===== src/rtl/accelerator_fnn_vector_transmitter_pkg.sv =====
// Shared constants and state type for the FNN vector transmitter.
package accelerator_fnn_vector_transmitter_pkg;

  localparam int FNN_DATA_SIZE    = 64;
  localparam int FNN_CONTROL_SIZE = 64;
  localparam int FNN_X            = 64;

  typedef enum logic [1:0] {
    IDLE,
    STREAM,
    DONE
  } fnn_transmitter_state_t;

endpackage


===== src/rtl/accelerator_fnn_vector_buffer.sv =====
// Vector holding buffer: one synchronous write port, one combinational read port.
module accelerator_fnn_vector_buffer #(
  parameter int DATA_SIZE = 64,
  parameter int LENGTH    = 64,
  parameter int ADDR_W    = $clog2(LENGTH)
) (
  input  logic                 clk,
  input  logic                 wr_en,
  input  logic [ADDR_W-1:0]    wr_addr,
  input  logic [DATA_SIZE-1:0] wr_data,
  input  logic [ADDR_W-1:0]    rd_addr,
  output logic [DATA_SIZE-1:0] rd_data
);

  // Contents deliberately survive reset.
  logic [DATA_SIZE-1:0] mem_q [LENGTH];

  always_ff @(posedge clk) begin
    if (wr_en) mem_q[wr_addr] <= wr_data;
  end

  assign rd_data = mem_q[rd_addr];

endmodule


===== src/rtl/accelerator_fnn_vector_transmitter.sv =====
// Returns a buffered vector one element per DATA_ENABLE request from the FNN controller.
//   state  | meaning
//   IDLE   | waiting for START; buffer loads accepted once BUSY has dropped
//   STREAM | one element per DATA_ENABLE until element len-1 is sent
//   DONE   | single cycle that raises READY
module accelerator_fnn_vector_transmitter
  import accelerator_fnn_vector_transmitter_pkg::*;
#(
  parameter int DATA_SIZE    = FNN_DATA_SIZE,
  parameter int CONTROL_SIZE = FNN_CONTROL_SIZE,
  parameter int LENGTH       = FNN_X
) (
  input  logic                      CLK,
  input  logic                      RST,
  input  logic                      START,
  input  logic [CONTROL_SIZE-1:0]   LENGTH_IN,
  output logic                      READY,
  output logic                      BUSY,
  input  logic                      LOAD_ENABLE,
  input  logic [$clog2(LENGTH)-1:0] LOAD_ADDRESS,
  input  logic [DATA_SIZE-1:0]      LOAD_DATA,
  input  logic                      DATA_ENABLE,
  output logic [DATA_SIZE-1:0]      DATA_OUT,
  output logic                      DATA_OUT_ENABLE,
  output logic [CONTROL_SIZE-1:0]   INDEX_OUT
);

  localparam int AW = $clog2(LENGTH);
  localparam logic [CONTROL_SIZE-1:0] MAX_LEN = CONTROL_SIZE'(LENGTH);
  localparam logic [AW:0]             ADDR_LIMIT = (AW+1)'(LENGTH);

  fnn_transmitter_state_t  state_q, state_d;
  logic [CONTROL_SIZE-1:0] len_q, len_d;
  logic [CONTROL_SIZE-1:0] index_q, index_d;
  logic [CONTROL_SIZE-1:0] index_out_q, index_out_d;
  logic [DATA_SIZE-1:0]    data_out_q, data_out_d;
  logic                    busy_q, busy_d;
  logic                    ready_q, ready_d;
  logic                    data_out_enable_q, data_out_enable_d;

  logic [CONTROL_SIZE-1:0] len_clipped;
  logic                    buf_wr_en;
  logic [DATA_SIZE-1:0]    buf_rd_data;

  assign len_clipped = (LENGTH_IN > MAX_LEN) ? MAX_LEN : LENGTH_IN;
  // Writes are blocked for the whole BUSY window, including the READY cycle.
  assign buf_wr_en = LOAD_ENABLE && !busy_q && ({1'b0, LOAD_ADDRESS} < ADDR_LIMIT);

  accelerator_fnn_vector_buffer #(
    .DATA_SIZE(DATA_SIZE),
    .LENGTH   (LENGTH),
    .ADDR_W   (AW)
  ) u_buffer (
    .clk    (CLK),
    .wr_en  (buf_wr_en),
    .wr_addr(LOAD_ADDRESS),
    .wr_data(LOAD_DATA),
    .rd_addr(index_q[AW-1:0]),
    .rd_data(buf_rd_data)
  );

  always_comb begin
    state_d           = state_q;
    len_d             = len_q;
    index_d           = index_q;
    index_out_d       = index_out_q;
    data_out_d        = data_out_q;
    busy_d            = busy_q;
    ready_d           = 1'b0;
    data_out_enable_d = 1'b0;
    unique case (state_q)
      IDLE: begin
        // busy_q is still high during the READY cycle, so START there is ignored.
        if (START && !busy_q) begin
          len_d   = len_clipped;
          index_d = '0;
          busy_d  = 1'b1;
          state_d = (len_clipped == '0) ? DONE : STREAM;
        end else begin
          busy_d = 1'b0;
        end
      end
      STREAM: begin
        if (DATA_ENABLE) begin
          data_out_enable_d = 1'b1;
          data_out_d        = buf_rd_data;
          index_out_d       = index_q;
          index_d           = index_q + CONTROL_SIZE'(1);
          if (index_q == len_q - CONTROL_SIZE'(1)) state_d = DONE;
        end
      end
      DONE: begin
        ready_d = 1'b1;
        state_d = IDLE;
      end
      default: state_d = IDLE;
    endcase
  end

  always_ff @(posedge CLK or posedge RST) begin
    if (RST) begin
      state_q           <= IDLE;
      len_q             <= '0;
      index_q           <= '0;
      index_out_q       <= '0;
      data_out_q        <= '0;
      busy_q            <= 1'b0;
      ready_q           <= 1'b0;
      data_out_enable_q <= 1'b0;
    end else begin
      state_q           <= state_d;
      len_q             <= len_d;
      index_q           <= index_d;
      index_out_q       <= index_out_d;
      data_out_q        <= data_out_d;
      busy_q            <= busy_d;
      ready_q           <= ready_d;
      data_out_enable_q <= data_out_enable_d;
    end
  end

  assign READY           = ready_q;
  assign BUSY            = busy_q;
  assign DATA_OUT        = data_out_q;
  assign DATA_OUT_ENABLE = data_out_enable_q;
  assign INDEX_OUT       = index_out_q;

endmodule


===== config.mk =====
export PLATFORM = sky130hd
export DESIGN_NAME = accelerator_fnn_vector_transmitter
export DESIGN_NICKNAME = d
export VERILOG_FILES = /design/src/rtl/accelerator_fnn_vector_transmitter_pkg.sv /design/src/rtl/accelerator_fnn_vector_buffer.sv /design/src/rtl/accelerator_fnn_vector_transmitter.sv
export SDC_FILE = /design/constraint.sdc
export NUM_CORES = 2
export LEC_CHECK = 0
export BUFFER_PORTS_ARGS = -buffer_cell sky130_fd_sc_hd__buf_2
export CORE_ASPECT_RATIO = 1.25
export CORE_MARGIN = 2
export CORE_UTILIZATION = 55
export CTS_CLUSTER_DIAMETER = 150
export DETAILED_ROUTE_END_ITERATION = 8
export PLACE_DENSITY = 0.77
export SLEW_MARGIN = 10
export SYNTH_ARGS = -nofsm -noshare
export SYNTH_HDL_FRONTEND = slang
export SYNTH_SLANG_ARGS = --single-unit

===== constraint.sdc =====
create_clock -name CLK -period 9.3 [get_ports CLK]
set_input_delay 0.93 -clock CLK [delete_from_list [all_inputs] [get_ports CLK]]
set_output_delay 0.93 -clock CLK [all_outputs]
set_load 0.1 [all_outputs]

# --- After elaboration in Yosys (flattened, before gate mapping) ---
# Memory sizes are Yosys's and may differ from the RTL's. A register that Yosys moved wholly into a read port is not among the register bits.
# Index checks and enable logic that the tools add are counted.
word_totals:
  reg_bits: 197
  latch_bits: 0
  ram_bits: 4096
  rom_bits: 0
  in_bits: 139
  mem_count: 1
classes:
  n_addsub: 2
  n_mul: 0
  n_div: 0
  order_cmp: 1
  n_eq_ne: 6
  n_shift: 0
  mux: 15
  n_bitwise: 0
  n_reduce_logical: 10
mem_list:
  columns: ["name", "words", "word_bits", "read_ports", "rd_clocked_by_memory_dff", "write_ports", "line", "text"]
  rows:
  - ["u_buffer.mem_q", 64, 64, 1, 1, 1, "accelerator_fnn_vector_buffer.sv:16", "logic [DATA_SIZE-1:0] mem_q [LENGTH];"]
ops:
  columns: ["operator", "count"]
  rows:
  - ["$mux W64", 3]
  - ["$pmux W64 S2", 1]
  - ["$add A64 B1 Y64 const B", 1]
  - ["$eq A64 B64 Y1", 1]
  - ["$gt A64 B7 Y1 const B", 1]
  - ["$logic_not A64 Y1", 1]
  - ["$sub A64 B1 Y64 const B", 1]
  - ["$mux W2", 4]
  - ["$mux W1", 6]
  - ["$ne A2 B2 Y1 const B", 3]
  - ["$reduce_and A3 Y1", 2]
  - ["$pmux W2 S2", 1]
  - ["$reduce_and A2 Y1", 2]
  - ["$eq A2 B1 Y1 const B", 1]
  - ["$eq A2 B2 Y1 const B", 1]
  - ["$logic_and A1 B1 Y1", 2]
  - ["$logic_not A2 Y1", 1]
  - ["$reduce_bool A2 Y1", 1]
  - ["$logic_not A1 Y1", 1]

# --- Logic depth before layout (Yosys ltp) ---
depth:
  ltp_word: 6
  mapped_depth: 13
  ltp_nobuf: 11

# --- Cells and area by module ---
# Synthesis repeated with hierarchy kept, for this count alone.
hier_totals:
  cells_unflattened: 8003
  hier_area_um2: 168216.3
modules_own_cells:
  columns: ["module", "n_inst", "cells_per_inst", "area_per_inst_um2"]
  rows:
  - ["accelerator_fnn_vector_buffer", 1, 6534, 155067.5]
  - ["accelerator_fnn_vector_transmitter", 1, 1469, 13148.9]

# --- Least setup slack after synthesis ---
# Ideal clock, no wire load.
synth_path:
  path_type: "input to register"
  startpoint: "input port LOAD_ADDRESS[5]"
  endpoint: "memory u_buffer.mem_q[39][0] (enable)"
  setup_ns: 0.487
  arrival_time_ns: 4.452
  required_ns: 8.813
  path_slack_ns: 4.362
  path_stages: 4
  n_path_buf: 2
  cell_sequence: "clkbuf_1 -> or3b_2 -> clkbuf_1 -> nor2_1"
synth_lines:
  columns: ["item", "line", "text"]
  rows:
  - ["start: declaration", "accelerator_fnn_vector_transmitter.sv:20", "input logic [$clog2(LENGTH)-1:0] LOAD_ADDRESS,"]
  - ["end: declaration", "accelerator_fnn_vector_buffer.sv:16", null]
# Straight into the memory's write port.

==> impl_metrics.tcl <==
set metrics [dict create \
    place_congestion 0.881 \
    synth_area_leaders "edfxtp_1, mux4_2, dfrtp_1" \
    yosysTopAreaCell "edfxtp_1" \
    synth_xor_area_share_pct 0.575 \
    final_hold_viol_count 0 \
    synthAdderAreaFrac_pct 0.0149 \
    synth_compound_area_share_pct 0.628 \
    max_clock_freq_mhz 196 \
    clk_pin_slew_ns 0.07 \
    cellPowerDensity_nw_per_um2 280 \
    placed_cells 11341 \
    ir_worst_vdd_mv 0.260 \
    slew_headroom_pct 7.43 \
    reg2reg_slack_ns 4.19 \
    seq_area_frac_synth_pct 77.3 \
    row_count 226 \
    cts_resized 0 \
    synthSimpleGateAreaFrac_pct 2.48 \
    design.core.area_sq_um 303000 \
    cts_max_path_buffers 4 \
    drt-vias-per-instance 7.25 \
    hold_buffers 0 \
    crit_path_start_kind "flop" \
    worst_ep_arrival_time_ns 5.91 \
    area_growth_pct 12.2 \
    synth_commonest_cells "edfxtp_1, mux4_2, nand2_1" \
    grt.total_usage_pct 32.4 \
    worstPathRequired_ns 10.11 \
    critPathKind "flop to flop" \
    ant_nets 0 \
    reg2reg_from "index_q[1]" \
    p_leak_nw 60.0 \
    ys_async_sr_fraction_pct 5.99 \
    worst-r2r-cell-count 8 \
    synth.distinct_cells 62 \
    layout.nets 7887 \
    netlist.area_leader.share_pct 73.4 \
    max-cap-violations 0 \
    grt_pass1_wl_microns 698000 \
    status "finished, final reports clean" \
    ys_warn_count 0 \
    grt_pass1_vias 88221 \
    syn_inst 7294 \
    tightest_slew_ns 1.39 \
    layout_min_cycle_time_ns 5.11 \
    io_buffers 269 \
    setup_viol 0 \
    clk_latency_ns 0.96 \
    syn_area_sq_um 168000 \
    post-route-period-util_pct 54.9 \
    layout-drive-gt1-share_pct 31.1 \
    die_h_microns 621 \
    tns_ns 0 \
    cts_root_buffer "clkbuf_16" \
    synth_mux_area_share_pct 18.1 \
    drtIter0Drc 15368 \
    grt_max_degree 162 \
    syn-num-nets 7435 \
    critPathMaxFanout 126 \
    numCtsBuffers 393 \
    drc 0 \
    wl_per_cell_microns 41.5 \
    timing.rr.end "DATA_OUT[63]" \
    avgSynthCellArea_sq_um 23.0 \
    rsz0062_at_grt "no" \
    synth_top_family_by_area "multiplexers" \
    cts_sinks 4357 \
    fill_cells 18576 \
    crit_start "index_q[1]" \
    yosys_register_bits 4357 \
    worstSetupEndpointType "flop" \
    cts_tree "yes" \
    start_util_pct 55.3 \
    drv_slew 0 \
    htreeDepth 5 \
    ys.flop_type "edfxtp_1" \
    cts_setup_buffers 0 \
    hold_path_class "input port to async pin" \
    num_io_pins 270 \
    wirelength_microns 502000 \
    yosysMostFrequentCell "edfxtp_1" \
    overflow 0 \
    fp.dieW_microns 498 \
    synth_edf_count 4096 \
    via_count 87745 \
    instances_no_fill 12099 \
    cp-endpoint "DATA_OUT[63]" \
    firstDrtPassIters 6 \
    finalClockSkew_ns 0.0443 \
    dieArea_sq_um 309000 \
    antenna_found_initial 47 \
    place.detailed.hpwl_microns 229000 \
]
critical path, cell delays in order, from the launching register on:
cell and delay, ns:
dfrtp_4 0.83, buf_12 0.65, buf_4 0.78, buf_4 0.70
mux4_2 0.42, mux4_2 0.55, mux4_2 0.52, nand2_1 0.11
nand2_1 0.11
cells in the final DEF (no fill, tap or decap), drive strengths merged, types with 17 or more instances in the layout:
| cell type | netlist | final |
|---|---|---|
| edfxtp | 4096 | 4096 |
| mux4 | 1334 | 1334 |
| clkbuf | 279 | 482 |
| buf | 119 | 455 |
| nand2 | 450 | 450 |
| dfrtp | 261 | 261 |
| clkinv | 0 | 144 |
| nor2 | 133 | 133 |
| o21ai | 73 | 73 |
| xnor2 | 61 | 61 |
| and2 | 61 | 61 |
| bufinv | 0 | 58 |
| xor2 | 49 | 49 |
| nor4 | 40 | 40 |
| nand3 | 39 | 39 |
| diode | 0 | 32 |
| nand4 | 32 | 32 |
| clkinvlp | 0 | 30 |
| nor3 | 28 | 28 |
| a21oi | 27 | 27 |
| o31ai | 26 | 26 |
| or4 | 24 | 24 |
| mux2i | 21 | 21 |
| inv | 5 | 17 |
layer usage:
layer / global-route usage [%] / part of all wire, % / vias up
li1: - / - / 31694
met1: 40.1 / 31 / 45658
met2: 52.5 / 49 / 8455
met3: 7.56 / 13 / 1922
met4: 19.3 / 7.1 / 16
met5: 0 / 0.021 / -
layout make-up:
cell class | instances | area (sq um) | area share, %
diodes | 32 | 80.1 | 0.0426
clock buffers | 482 | 10700 | 5.67
clock inverters | 244 | 2820 | 1.50
inverters | 5 | 31.3 | 0.0166
multi-input cells | 2534 | 37100 | 19.7
flip-flops and latches | 4357 | 130000 | 68.9
well taps | 3990 | 4990 | 2.65
repair buffers | 455 | 2920 | 1.55
registers in the layout, indices dropped and copies added (netlist names):
signal / cells
u_buffer.mem_q: 4096
DATA_OUT: 64
index_q: 64
len_q: 64
READY: 1
BUSY: 1
INDEX_OUT: 64
state_q: 2
DATA_OUT_ENABLE: 1
how the worst min path moves through the flow:
stage	endpoint	slack, ns	cells past startpoint	startpoint
2_1_floorplan	READY	0.47	1	state_q[0]
4_1_cts	len_q[62]	0.16	2	RST
3_5_place_dp	INDEX_OUT[41]	0.46	2	INDEX_OUT[41]
5_1_grt	DATA_OUT[38]	0.19	2	RST
6_report	DATA_OUT[38]	0.17	2	RST
3_3_place_gp	INDEX_OUT[56]	0.46	2	INDEX_OUT[56]
stage by stage:
stage	util, %	setup WS, ns	power (mW)	hold WS (ns)	instance area (sq um)
2_1_floorplan	-	1.19	32.0	0.467	168000
3_3_place_gp	57.6	4.47	35.1	0.456	175000
6_report	62.1	4.19	52.7	0.167	188000
5_1_grt	62.1	3.99	53.9	0.190	188000
4_1_cts	62.0	4.21	52.8	0.165	188000
3_5_place_dp	57.6	4.44	35.3	0.458	175000
cell families after synthesis:
group	count (synthesis)
AO/OA/AOI/OAI	172
XOR/XNOR	110
flip-flops	4357
buffers and inverters	403
AND/OR/NAND/NOR	884
multiplexers	1366
adder cells (fa/ha/maj)	2
report_power, final:
part	total [mW]	switching [mW]	internal (mW)
Clock	17.3	7.49	9.80
Sequential	22.2	0.498	21.7
Combinational	13.2	7.21	5.99
Total	52.7	15.2	37.5
Note: power is estimated with default switching activity, not from simulation.
